File: src/rtl/regfile_dbg_pkg.sv
// Shared definitions for the register-file debug dump path.
// Latency: n/a (types and default sizes only).
// Backpressure: n/a. Sizes are shared with the SR1 ownership mux and the display sequencer.
package regfile_dbg_pkg;

   localparam int NUM_REGS      = 8;
   localparam int ADDR_W        = 3;
   localparam int DATA_W        = 16;
   localparam int SETTLE_CYCLES = 1;

   typedef enum logic [1:0] {
      IDLE,
      SETTLE,
      PRESENT,
      DONE
   } state_t;

endpackage

File: src/rtl/reg_16.sv
// 16-bit load-enabled register with synchronous active-high reset.
// Latency: D appears on Data_Out one edge after Load.
// Backpressure: none; Load=0 holds the current value indefinitely.
// Ports: Clk, Reset (sync, active-high), Load (capture strobe), D (input), Data_Out (held value).
module reg_16 (
   input  logic        Clk,
   input  logic        Reset,
   input  logic        Load,
   input  logic [15:0] D,
   output logic [15:0] Data_Out
);

   always_ff @(posedge Clk) begin
      if (Reset)
         Data_Out <= 16'h0000;
      else if (Load)
         Data_Out <= D;
   end

endmodule

File: src/rtl/regfile_dump.sv
// Walks R0..R(NUM_REGS-1) through the SR1 read port and streams (index, value) beats.
// Latency: SETTLE_CYCLES cycles of select settling per register, then one presented beat.
// Backpressure: a beat is held stable while Out_Ready=0; the walk stalls without limit.
// Ports: Clk/Reset (sync, active-high); Start request; SR_Sel/Reg_Data regfile SR1 port;
//        Out_Data/Out_Idx/Out_Valid/Out_Ready beat stream; Busy, Done pulse, Sum_Out running sum.
module regfile_dump #(
   parameter int NUM_REGS      = regfile_dbg_pkg::NUM_REGS,
   parameter int ADDR_W        = regfile_dbg_pkg::ADDR_W,
   parameter int DATA_W        = regfile_dbg_pkg::DATA_W,
   parameter int SETTLE_CYCLES = regfile_dbg_pkg::SETTLE_CYCLES
) (
   input  logic              Clk,
   input  logic              Reset,
   input  logic              Start,
   output logic [ADDR_W-1:0] SR_Sel,
   input  logic [DATA_W-1:0] Reg_Data,
   output logic [DATA_W-1:0] Out_Data,
   output logic [ADDR_W-1:0] Out_Idx,
   output logic              Out_Valid,
   input  logic              Out_Ready,
   output logic              Busy,
   output logic              Done,
   output logic [DATA_W-1:0] Sum_Out
);

   import regfile_dbg_pkg::*;

   localparam int                CNT_W   = (SETTLE_CYCLES > 1) ? $clog2(SETTLE_CYCLES) : 1;
   localparam logic [CNT_W-1:0]  RELOAD  = CNT_W'(SETTLE_CYCLES - 1);
   localparam logic [ADDR_W-1:0] LAST    = ADDR_W'(NUM_REGS - 1);

   state_t            state;
   logic [ADDR_W-1:0] idx;
   logic [CNT_W-1:0]  cnt;
   logic [DATA_W-1:0] acc;
   logic              capture;

   // The read mux has had SETTLE_CYCLES cycles to resolve once the counter reaches zero.
   assign capture = (state == SETTLE) && (cnt == '0);

   // idx is forced back to 0 on the way into IDLE, so SR_Sel idles at R0.
   assign SR_Sel = idx;

   reg_16 u_out_data (
      .Clk      (Clk),
      .Reset    (Reset),
      .Load     (capture),
      .D        (Reg_Data),
      .Data_Out (Out_Data)
   );

   always_ff @(posedge Clk) begin
      if (Reset) begin
         state     <= IDLE;
         idx       <= '0;
         cnt       <= '0;
         acc       <= '0;
         Out_Idx   <= '0;
         Out_Valid <= 1'b0;
         Busy      <= 1'b0;
         Done      <= 1'b0;
         Sum_Out   <= '0;
      end else begin
         unique case (state)
            IDLE: begin
               if (Start) begin
                  state <= SETTLE;
                  idx   <= '0;
                  acc   <= '0;
                  cnt   <= RELOAD;
                  Busy  <= 1'b1;
               end
            end

            SETTLE: begin
               if (cnt != '0) begin
                  cnt <= cnt - CNT_W'(1);
               end else begin
                  // Out_Data is loaded by the same strobe inside u_out_data.
                  Out_Idx   <= idx;
                  acc       <= acc + Reg_Data;
                  Out_Valid <= 1'b1;
                  state     <= PRESENT;
               end
            end

            PRESENT: begin
               if (Out_Valid && Out_Ready) begin
                  Out_Valid <= 1'b0;
                  if (idx == LAST) begin
                     Sum_Out <= acc;
                     Done    <= 1'b1;
                     state   <= DONE;
                  end else begin
                     idx   <= idx + ADDR_W'(1);
                     cnt   <= RELOAD;
                     state <= SETTLE;
                  end
               end
            end

            DONE: begin
               // Start is deliberately not looked at here.
               Done  <= 1'b0;
               Busy  <= 1'b0;
               idx   <= '0;
               state <= IDLE;
            end

            default: begin
               state <= IDLE;
            end
         endcase
      end
   end

endmodule
File: config.mk
export PLATFORM = sky130hd
export DESIGN_NAME = regfile_dump
export DESIGN_NICKNAME = d
export VERILOG_FILES = /design/src/rtl/regfile_dbg_pkg.sv /design/src/rtl/reg_16.sv /design/src/rtl/regfile_dump.sv
export SDC_FILE = /design/constraint.sdc
export NUM_CORES = 1
export LEC_CHECK = 0
export BUFFER_PORTS_ARGS = -buffer_cell sky130_fd_sc_hd__buf_4
export CAP_MARGIN = 15
export CORE_MARGIN = 2
export CORE_UTILIZATION = 50
export CTS_CLUSTER_SIZE = 40
export DETAILED_ROUTE_END_ITERATION = 12
export PLACE_DENSITY = 0.74
export RECOVER_POWER = 100
export REMOVE_ABC_BUFFERS = 1
export SLEW_MARGIN = 20
export SYNTH_ARGS = -nofsm -noshare
export SYNTH_HDL_FRONTEND = slang
export SYNTH_SLANG_ARGS = --single-unit
File: constraint.sdc
create_clock -name Clk -period 2.5 [get_ports Clk]
set_input_delay 0.125 -clock Clk [delete_from_list [all_inputs] [get_ports Clk]]
set_output_delay 0.125 -clock Clk [all_outputs]
set_load 0.005 [all_outputs]
==> results of run 1 <==
==> cells by family after synthesis <==
logic type / count (synthesis) / synth area share
xor gates and xnor gates: 6 / 0.0180
AOI/OAI and AO/OA: 111 / 0.244
adders and majority gates: 18 / 0.0797
DFF: 59 / 0.404
and+or+nand+nor: 137 / 0.215
muxes: 1 / 0.00343
buffers and inverters: 26 / 0.0356
==> power by group through the flow <==
stage / registers [mW] / clock network, mW / logic, mW
after floorplan: 1.02 / 0 / 0.183
after global placement: 1.02 / 0 / 0.300
after detailed placement: 1.03 / 0 / 0.304
after CTS: 1.00 / 1.01 / 0.306
after global routing: 1.01 / 1.05 / 0.334
final: 1.00 / 0.986 / 0.297
==> through the flow <==
step / instance area, sq um / setup WS (ns)
detailed placement: 3420 / 0.309
floorplan: 2840 / 0.412
CTS: 3640 / 0.291
global placement: 3420 / 0.395
finish: 3610 / 0.319
global route: 3610 / 0.122
==> final timing paths <==
| kind | from | to | slack (ns) | depth (start not counted) |
|---|---|---|---|---|
| max | acc[0] | acc[8] | 0.32 | 8 |
| min | Reg_Data[9] | u_out_data.Data_Out[9] | 0.04 | 3 |
| max reg2reg | acc[0] | acc[8] | 0.32 | 8 |
| min reg2reg | Sum_Out[1] | Sum_Out[1] | 0.45 | 2 |
==> area by class of cell <==
type                            count  area, sq um  share of cell area
Multi-Input combinational cell    273         1620               0.449
Sequential cell                    59         1180               0.327
Timing Repair Buffer               65          473               0.131
Clock buffer                       11          151              0.0419
Tap cell                           72         90.1              0.0249
Clock inverter                      4         73.8              0.0204
Inverter                            6         22.5             0.00623
==> sequential cells by signal, summed over array words and instances (netlist names) <==
register / count
u_out_data.Data_Out: 16
Out_Valid: 1
SR_Sel: 3
Sum_Out: 16
Busy: 1
Done: 1
state: 2
Out_Idx: 3
acc: 16
==> critical path: stages, from the launching register on <==
cell and delay, ns:
dfxtp_1 0.35, ha_1 0.19, inv_1 0.06, fa_1 0.39, nor2b_1 0.17, o211ai_1 0.15, a21oi_1 0.33, o21ai_0 0.15
a32o_1 0.27
==> placed cells by master (no fill, tap or decap), drive strengths merged, types with 3 or more instances in the layout <==
master | Yosys | final
a32o | 4 | 4
inv | 6 | 6
a211oi | 5 | 5
nand2b | 4 | 4
a21o | 6 | 6
nand4 | 5 | 5
a21oi | 53 | 53
a22oi | 4 | 4
o21bai | 4 | 4
o21ai | 16 | 16
nand2 | 87 | 87
xnor2 | 3 | 3
o211ai | 5 | 5
ha | 17 | 17
clkbuf | 15 | 54
xor2 | 3 | 3
or3 | 6 | 6
nor2 | 12 | 12
dfxtp | 59 | 59
buf | 5 | 22
nor2b | 6 | 6
==> routing by layer <==
metal,wire (um),global-route usage,share of wire,up-vias
met5,0,0,0,-
met4,123,0.0983,0.018,0
met3,374,0.0506,0.054,10
met2,3350,0.365,0.48,62
met1,3090,0.288,0.45,1243
li1,-,-,-,1377
==> reports/metrics.yaml, run 1 <==
yosys:
  synth_edf_count: 0
  ys_async_sr_fraction: 0
  synthCells: 358
  ys_ff_latch: 59
  synth.cell_area_sq_um: 2920
  yosysUniqueCellTypes: 52
  avgSynthCellArea_sq_um: 8.16
  synth_area_leader_cell: "dfxtp_1"
  synth_most_common_cell: "nand2_1"
  synthTopCellsByCount: "87 x nand2_1, 59 x dfxtp_1, 51 x a21oi_1"
  synthTopCellsByArea: "dfxtp_1 40%, nand2_1 11%, a21oi_1 8.7%"
  yosys_most_used_dff: "dfxtp_1"
  netlist.area_leader.share: 0.404
  yosysSeqAreaShare: 0.404
  synth_warnings: 0
worst_setup_path:
  start_kind: "flip-flop"
  worstSetupPathType: "reg -> reg"
  required_ns: 2.72
  critical_path.max_fanout: 4
  arrival_ns: 2.40
  cp-end-kind: "flip-flop"
placement:
  gp_congestion: 0.879
  dp.cells: 475
  hpwlAfterDp_mm: 4.87
  portBuffers: 60
power_and_ir_drop:
  leakagePower_nw: 1.48
  power_frac_clock: 0.431
  p_int_mw: 1.71
  sequentialPowerShare: 0.439
  irDropWorstVdd_mv: 0.401
  power_density_nw_per_um2: 633
  combPwrFrac: 0.130
  total_power_mw: 2.29
  netSwitchingFraction: 0.251
  power_switching_uw: 574
final_layout:
  n_antenna_cell: 0
  drive_above_1_share: 0.194
  layout.cells.non_filler: 490
  area_growth_pct: 23.7
  utilization: 0.648
  num-nets-final: 452
  fillers: 536
timing:
  slew-limit-headroom: 0.179
  post-route-period-util: 0.872
  drv_slew: 0
  hold_ws_ns: 0.0420
  period_minus_slack_ns: 2.18
  skew_ns: 0.0107
  setup_violations: 0
  grt_setup_unrepaired: "no"
  worstMarginPinSlew_ns: 1.23
  tns_ns: 0
  hold_viol: 0
  fmax_ghz: 0.459
floorplanning:
  die_w_um: 80.4
  die_h_um: 80.4
  start_util: 0.524
  core_sq_um: 5570
  rows: 27
  ios: 61
  die_area_sq_um: 6470
route:
  wire_per_inst_um: 14.2
  via_per_inst: 5.49
  vias: 2692
  drtPass1Iterations: 4
  wl_mm: 6.94
  drt_iter0_markers: 139
  final_antenna_net_count: 0
  drc: 0
clock_tree:
  clockBufferDepth: 2
  post_cts_buffers: 0
  root_buffer: "clkbuf_8"
  h-tree-depth: 3
  numClockSinks: 59
  clk_latency_ns: 0.34
  cts_tree: "yes"
  cts_hold_buf: 0
  post_cts_resized: 0
  cts_buffers: 9
  clkTransAtPathRegs_ns: 0.07
global_routing:
  grt_start_max_net_pins: 54
  antenna_found_initial: 0
  grt-ovfl-total: 0
  grtUsageTotal: 0.226
  grt_pass1_vias: 2385
  grt_pass1_wl_mm: 11.1
job:
  drv_cap: 0
run_status:
  outcome: "completed"
hold_path:
  min_path_type: "in -> reg"
Note: power is estimated with default switching activity, not from simulation.
==> inputs of run 2 (changes only) <==
Settings changed: CORE_ASPECT_RATIO from default to 0.8.
==> run 2 against run 1 <==
Maximum frequency is 0.74% lower; via count is 2.5% higher; die area hardly changed; critical endpoint is now acc[10]; largest cell class unchanged; largest power group unchanged; highest routed layer unchanged.
==> reports/metrics.yaml, run 2 (synthesized netlist as in run 1, its figures left out) <==
clock_tree:
  cts_buffers: 9  # unchanged
  cts_hold_buf: 0  # unchanged
  root_buffer: "clkbuf_8"
  clkTransAtPathRegs_ns: 0.06  # about the same
  clk_latency_ns: 0.34  # about the same
  clockBufferDepth: 2  # unchanged
  post_cts_resized: 0  # unchanged
  numClockSinks: 59  # unchanged
  h-tree-depth: 3  # unchanged
  cts_tree: "yes"
  post_cts_buffers: 0  # unchanged
global_routing:
  grt-ovfl-total: 0  # unchanged
  grt_pass1_vias: 2466  # +3.4%
  grt_start_max_net_pins: 54  # unchanged
  antenna_found_initial: 0  # unchanged
  grt_pass1_wl_mm: 11.4  # +2.9%
  grtUsageTotal: 0.230  # +0.00367
route:
  wl_mm: 7.05  # +1.6%
  via_per_inst: 5.58  # +1.6%
  drt_iter0_markers: 205  # +47%
  wire_per_inst_um: 14.3  # +0.76%
  drc: 0  # unchanged
  final_antenna_net_count: 0  # unchanged
  drtPass1Iterations: 5  # +1
  vias: 2758  # +2.5%
timing:
  fmax_ghz: 0.455  # -0.74%
  skew_ns: 0.00489  # -0.00580 ns
  period_minus_slack_ns: 2.20  # +0.0164 ns
  tns_ns: 0  # unchanged
  worstMarginPinSlew_ns: 1.25  # +0.0154 ns
  drv_slew: 0  # unchanged
  setup_violations: 0  # unchanged
  post-route-period-util: 0.879  # +0.00655
  grt_setup_unrepaired: "no"
  slew-limit-headroom: 0.169  # -0.0103
  hold_viol: 0  # unchanged
worst_setup_path:
  cp-end-kind: "flip-flop"
  required_ns: 2.72  # about the same
  arrival_ns: 2.42  # +0.02 ns
  worstSetupPathType: "reg -> reg"
  critical_path.max_fanout: 4  # unchanged
  cp_cell_sequence: "ha_1, inv_1, fa_1, nor2b_1, o211ai_1, a211oi_2, o21ai_0, a32o_1"
  cp_slowest_cell: "fa_1"
  start_kind: "flip-flop"
  path_delay_family: "compound AO/OA/AOI/OAI gates"
  critPathBufInv: 1  # unchanged
  slowest_delay_ns: 0.39  # about the same
placement:
  hpwlAfterDp_mm: 4.85  # -0.37%
  placed_area_sq_um: 3420  # unchanged
  dp.cells: 480  # +1.1%
  portBuffers: 60  # unchanged
  gp_congestion: 0.888  # +1.0%
floorplanning:
  die_area_sq_um: 6470  # about the same
  core_sq_um: 5560  # -0.34%
  rows: 24  # -11%
  ios: 61  # unchanged
  die_w_um: 89.4  # +11%
  die_h_um: 72.4  # -10%
  start_util: 0.526  # +0.00177
final_layout:
  utilization: 0.643  # -0.00479
  area_growth_pct: 22.4
  layout.cells.non_filler: 494  # +0.82%
  drive_above_1_share: 0.190  # -0.00388
  design_area_sq_um: 3570  # -1.1%
  n_antenna_cell: 0  # unchanged
  largest_registers: "Sum_Out: 16 flops, acc: 16 flops, u_out_data.Data_Out: 16 flops"
  final_cell_mix: "87 x nand2_1, 59 x dfxtp_1, 51 x a21oi_1"
  num-nets-final: 451  # -0.22%
  final_common_cell: "nand2_1"
  fillers: 515  # -3.9%
power_and_ir_drop:
  leakagePower_nw: 1.46  # -1.8%
  power_density_nw_per_um2: 595  # -6.0%
  irDropWorstVdd_mv: 0.343  # -15%
hold_path:
  min_path_type: "in -> reg"
run_status:
  outcome: "completed"
job:
  drv_cap: 0  # unchanged
## run 2: worst reg2reg max path: cells and delay by family (launching register included)
kind                     cells  cell delay (ns)
buffers and inverters        1             0.07
adder cells (fa/ha/maj)      2             0.60
AO/OA/AOI/OAI                4             0.89
flip-flops                   1             0.35
AND/OR/NAND/NOR              1             0.16
## run 2: final cells by class
class / instances / area (sq um) / share of cell area
Multi-Input combinational cell: 273 / 1630 / 0.456
Sequential cell: 59 / 1180 / 0.330
Timing Repair Buffer: 64 / 462 / 0.129
Clock buffer: 11 / 141 / 0.0396
Tap cell: 78 / 97.6 / 0.0273
Clock inverter: 3 / 40.0 / 0.0112
Inverter: 6 / 22.5 / 0.00630
## run 2: power breakdown
| group | total (mW) | internal (mW) | switching [mW] |
|---|---|---|---|
| Sequential | 1.01 | 0.975 | 0.0304 |
| Clock | 0.816 | 0.473 | 0.343 |
| Combinational | 0.304 | 0.128 | 0.176 |
## run 2: worst paths after layout
| path | from | to | slack, ns | cells after the start |
|---|---|---|---|---|
| setup reg to reg | acc[0] | acc[10] | 0.30 | 8 |
| hold reg to reg | Out_Idx[2] | Out_Idx[2] | 0.45 | 2 |
| setup / recovery | acc[0] | acc[10] | 0.30 | 8 |
| hold / removal | Reg_Data[11] | u_out_data.Data_Out[11] | 0.04 | 3 |
## run 2: per-layer routing
layer  share of wire  vias up  wire [um]  track usage
li1                -     1381          -            -
met1            0.47     1280       3310        0.310
met2            0.45       83       3190        0.348
met3           0.063       14        441       0.0705
met4           0.016        0        110       0.0796
met5               0        -          0            0
## run 2: per-stage QoR
step	worst slack [ns]	total power [mW]	hold WS (ns)
2_1_floorplan	0.412	1.20	0.194
3_3_place_gp	0.427	1.32	0.387
3_5_place_dp	0.356	1.33	0.396
4_1_cts	0.299	2.16	0.0309
5_1_grt	0.108	2.22	0.0422
6_report	0.303	2.13	0.0420
